==> config.mk <==
export PLATFORM = sky130hd
export DESIGN_NAME = fetch_stage
export DESIGN_NICKNAME = d
export VERILOG_FILES = /design/src/rtl/fetch_stage.sv
export SDC_FILE = /design/constraint.sdc
export NUM_CORES = 1
export LEC_CHECK = 0
export ABC_AREA = 1
export CORE_ASPECT_RATIO = 0.5
export CORE_MARGIN = 1
export CORE_UTILIZATION = 54
export CTS_BUF_LIST = sky130_fd_sc_hd__clkbuf_2
export CTS_CLUSTER_DIAMETER = 50
export CTS_CLUSTER_SIZE = 10
export DETAILED_ROUTE_END_ITERATION = 7
export GPL_ROUTABILITY_DRIVEN = 0
export PLACE_DENSITY = 0.88
export SYNTH_ARGS = -nofsm -noshare
export SYNTH_HDL_FRONTEND = slang
export SYNTH_SLANG_ARGS = --single-unit
==> constraint.sdc <==
create_clock -name clk -period 3.85 [get_ports clk]
set_input_delay 0.5775 -clock clk [delete_from_list [all_inputs] [get_ports clk]]
set_output_delay 0.5775 -clock clk [all_outputs]
set_load 0.005 [all_outputs]
==> src/rtl/fetch_stage.sv <==
// Instruction-fetch stage: PC register, single-outstanding imem requests, skid buffer
// for responses that arrive while stalled, and the IF/ID pipeline register.
module fetch_stage #(
  parameter logic [31:0] RESET_PC = 32'h0000_0000
) (
  input  logic        clk,
  input  logic        rst_n,
  input  logic        StallF,
  input  logic        StallD,
  input  logic        PCSrcD,
  input  logic [31:0] PCBranchD,
  output logic        ImemReq,
  output logic [31:0] ImemAddr,
  input  logic        ImemReady,
  input  logic [31:0] ImemRdata,
  output logic [31:0] InstrD,
  output logic [31:0] PCPlus4D,
  output logic        ValidD
);

  typedef enum logic [1:0] {StFetch, StWait, StFull, StDiscard} state_e;

  state_e      state_q, state_d;
  logic [31:0] pcF_q, pcF_d;
  logic [31:0] skid_q, skid_d;
  logic [31:0] instrD_q, instrD_d;
  logic [31:0] pcPlus4D_q, pcPlus4D_d;
  logic        validD_q, validD_d;

  logic        blocked;
  logic        redirect;
  logic        retire;
  logic [31:0] retireInstr;
  logic [31:0] pcPlus4F;

  assign blocked  = StallF | StallD;
  assign redirect = PCSrcD & ~StallD;
  assign pcPlus4F = pcF_q + 32'd4;

  always_ff @(posedge clk or negedge rst_n) begin
    if (!rst_n) begin
      state_q    <= StFetch;
      pcF_q      <= RESET_PC;
      skid_q     <= 32'h0;
      instrD_q   <= 32'h0;
      pcPlus4D_q <= 32'h0;
      validD_q   <= 1'b0;
    end else begin
      state_q    <= state_d;
      pcF_q      <= pcF_d;
      skid_q     <= skid_d;
      instrD_q   <= instrD_d;
      pcPlus4D_q <= pcPlus4D_d;
      validD_q   <= validD_d;
    end
  end

  // Redirect always outranks retirement: the word in flight or buffered is wrong-path.
  always_comb begin
    state_d     = state_q;
    pcF_d       = pcF_q;
    skid_d      = skid_q;
    retire      = 1'b0;
    retireInstr = skid_q;
    unique case (state_q)
      StFetch: begin
        if (redirect) begin
          pcF_d   = PCBranchD;
          state_d = StDiscard;
        end else begin
          state_d = StWait;
        end
      end
      StWait: begin
        if (redirect) begin
          pcF_d   = PCBranchD;
          state_d = ImemReady ? StFetch : StDiscard;
        end else if (ImemReady) begin
          if (!blocked) begin
            retire      = 1'b1;
            retireInstr = ImemRdata;
            state_d     = StFetch;
          end else begin
            skid_d  = ImemRdata;
            state_d = StFull;
          end
        end
      end
      StFull: begin
        if (redirect) begin
          pcF_d   = PCBranchD;
          state_d = StFetch;
        end else if (!blocked) begin
          retire  = 1'b1;
          state_d = StFetch;
        end
      end
      StDiscard: begin
        if (redirect) pcF_d = PCBranchD;
        // Leaving on the stale response avoids waiting for one that will never come.
        if (ImemReady) state_d = StFetch;
      end
      default: state_d = StFetch;
    endcase
    if (retire) pcF_d = pcPlus4F;
  end

  always_comb begin
    ImemReq  = rst_n && (state_q == StFetch);
    ImemAddr = pcF_q;
    if (StallD) begin
      instrD_d   = instrD_q;
      pcPlus4D_d = pcPlus4D_q;
      validD_d   = validD_q;
    end else if (retire) begin
      instrD_d   = retireInstr;
      pcPlus4D_d = pcPlus4F;
      validD_d   = 1'b1;
    end else begin
      instrD_d   = 32'h0;
      pcPlus4D_d = 32'h0;
      validD_d   = 1'b0;
    end
  end

  assign InstrD   = instrD_q;
  assign PCPlus4D = pcPlus4D_q;
  assign ValidD   = validD_q;

endmodule

==> impl_metrics.env <==
export IMPL_path_buf_inv=4
export IMPL_critPathCaptureType="output port"
export IMPL_antenna_found_initial=1
export IMPL_layout_cells_non_filler=1111
export IMPL_period_minus_slack_ns=2.69
export IMPL_arrival_ns=2.11
export IMPL_yosys_warnings=0
export IMPL_synthTopCellsByCount="nand2_1 (272), dfrtp_1 (131), o21ai_0 (80)"
export IMPL_cts_buffers_inserted=17
export IMPL_clkLatencyLatePin_ns=0.68
export IMPL_cts_root_buf="clkbuf_2"
export IMPL_final_area_um2=8300
export IMPL_grt_pass1_wl_um=26700
export IMPL_viasPerCell=5.21
export IMPL_clk_path_buf_depth=2
export IMPL_worst_slew_pin_slew_ns=0.715
export IMPL_switching_power_mw=1.53
export IMPL_cts_tree="built"
export IMPL_synth_seq_area_share_pct=51.8
export IMPL_fp_dieArea_um2=12200
export IMPL_io_buffers=167
export IMPL_synth_top_area_cell="dfrtp_1"
export IMPL_place_ws_ns=0.657
export IMPL_finClkSkew_ns=0.0615
export IMPL_timing_final_ws_setup_ns=1.16
export IMPL_yosysUniqueCellTypes=33
export IMPL_grt_ovfl_total=0
export IMPL_p_int_mw=2.75
export IMPL_slew_headroom_pct=52.4
export IMPL_critPathMaxStageDelay_ns=0.55
export IMPL_ys_async_sr_fraction_pct=100
export IMPL_crit_path_max_fanout=35
export IMPL_rsz0062_at_grt="no"
export IMPL_grt_start_max_net_pins=67
export IMPL_nFillCells=890
export IMPL_first_iter_violations=302
export IMPL_netlist_instances=780
export IMPL_grt_pass1_vias=5548
export IMPL_yosysTopAreaCellShare_pct=51.8
export IMPL_worstPathRequired_ns=3.27
export IMPL_routedWlPerCell_um=14.5
export IMPL_status="finished clean"
export IMPL_power_mw=4.28
export IMPL_p_seq_share_pct=47.5
export IMPL_wl_um=16100
export IMPL_route_detailed_drc=0
export IMPL_synthMostInstantiatedCell="nand2_1"
export IMPL_placed_cells=1078
export IMPL_grt_total_usage_pct=28.1
export IMPL_startpoint_type="input port"
export IMPL_synth_edf_count=0
export IMPL_drv_cap=0
export IMPL_synthesis_area_um2=6330
export IMPL_postPlaceCellArea_um2=8080
export IMPL_leakage_nw=4.09
export IMPL_comb_power_share_pct=33.9
export IMPL_cpLargestDelayFamily="buffers and inverters"
export IMPL_h_tree_depth=4
export IMPL_crit_type="in2out"
export IMPL_fin_crit_sh_pct=69.9
export IMPL_ant_nets=0
export IMPL_syn_mean_instance_area_um2=8.12
export IMPL_core_um2=11200
export IMPL_finalHoldViolations=0
export IMPL_final_nets=1015
export IMPL_hp_class="in2async"
export IMPL_die_h_um=78.6
export IMPL_dieWidth_um=155
export IMPL_hold_slack_ns=0.298
export IMPL_power_density_nw_per_um2=516
export IMPL_synth_ff_type="dfrtp_1"
export IMPL_ir_drop_mv=0.252
export IMPL_tns_ns=0
export IMPL_setup_viol_count_final=0
export IMPL_syn_nets=856
export IMPL_crit_chain="dlygate4sd3_1 > buf_6 > nand2_1 > inv_1 > clkdlybuf4s50_1"
export IMPL_io_pins=168
export IMPL_synth_area_leaders="dfrtp_1 (52%), nand2_1 (16%), o21ai_0 (6.3%)"
export IMPL_dr_pass1_iters=5
export IMPL_pwr_share_clk_pct=18.5
export IMPL_final_util_pct=74.0
export IMPL_drv_slew=0
export IMPL_vias=5790
export IMPL_initial_utilization_pct=56.5
export IMPL_ys_ff_latch=131
export IMPL_switching_share_pct=35.8
export IMPL_rows=27
export IMPL_slowest_stage="dlygate4sd3_1"
export IMPL_hpwlAfterDp_um=11400
export IMPL_clock_fmax_mhz=372
export IMPL_clock_sinks=131
export IMPL_area_growth_pct=31.1
export IMPL_drive_above_1_share_pct=5.99
export IMPL_clk_pin_slew_ns=0.23
==> timing repair <==
action                                 CTS  global route
gates resized for setup                  0             0
endpoints found under the hold margin   33             0
hold buffers                             1             0
setup buffers                            0             0
setup endpoints to repair                0             0
==> flip-flops by register name, summed over array words and instances (netlist names) <==
signal    flops
skid_q       32
PCPlus4D     32
ValidD        1
ImemAddr     32
InstrD       32
state_q       2
==> layer usage <==
metal	wire length [µm]	global-route usage, %	share of wire (%)
met1	7030	37.0	44
met2	7920	45.9	49
met3	891	5.91	5.5
met4	278	10.6	1.7
met5	0	0	0
==> cells by family after synthesis <==
logic type	Yosys count	synth area share [%]
adders and majority gates	6	1.19
buffers and inverters	109	7.21
xor gates and xnor gates	13	1.80
DFF	131	51.8
and+or+nand+nor	372	23.5
AOI/OAI and AO/OA	149	14.6
==> worst register-to-register path: stages (launching register included) <==
cell      delay (ns)
dfrtp_1         0.43
inv_1           0.11
ha_1            0.31
nand3_1         0.11
nand2_1         0.13
nand3_4         0.26
clkinv_2        0.30
buf_4           0.50
nand3_1         0.23
a21oi_2         0.17
==> cell type report <==
class	count	area, µm²	share of cell area [%]
clock buffer	20	100	1.21
sequential	131	3280	39.5
inverter	74	279	3.36
antenna	1	2.50	0.0301
timing repair buffer	175	1730	20.8
clock inverter	11	114	1.37
multi-input combinational	540	2600	31.3
tap	159	199	2.40
==> path summary, 6_finish.rpt <==
check / depth (start not counted) / slack (ns) / from / to
setup / recovery: 5 / 1.16 / rst_n / ImemReq
hold / removal: 2 / 0.30 / rst_n / PCPlus4D[24]
setup reg to reg: 9 / 1.30 / state_q[1] / ImemAddr[22]
hold reg to reg: 2 / 0.50 / PCPlus4D[18] / PCPlus4D[18]
max in group asynchronous: 4 / 1.91 / rst_n / skid_q[14]
min in group clk: 3 / 0.42 / PCBranchD[26] / ImemAddr[26]
==> power by group through the flow <==
stage | Clock [mW] | Combinational, mW | Sequential (mW)
finish | 0.793 | 1.45 | 2.03
detailed placement | 0 | 1.46 | 2.05
global placement | 0 | 1.39 | 2.03
floorplan | 0 | 0.816 | 1.99
CTS | 0.808 | 1.46 | 2.02
global route | 0.869 | 1.64 | 2.08
==> placed cells by master (no fill, tap or decap), types with 6 or more instances in the layout <==
master and count:
ha_1 6, inv_1 72, clkdlybuf4s50_1 165, a21oi_2 8, clkbuf_2 20, nand2_1 272
dfrtp_1 131, nor2_1 59, a22o_1 34, nand3_1 28, xnor2_1 9, o21ai_0 80
o21ai_1 14, buf_4 7
Power figures use the tool's default switching activity.
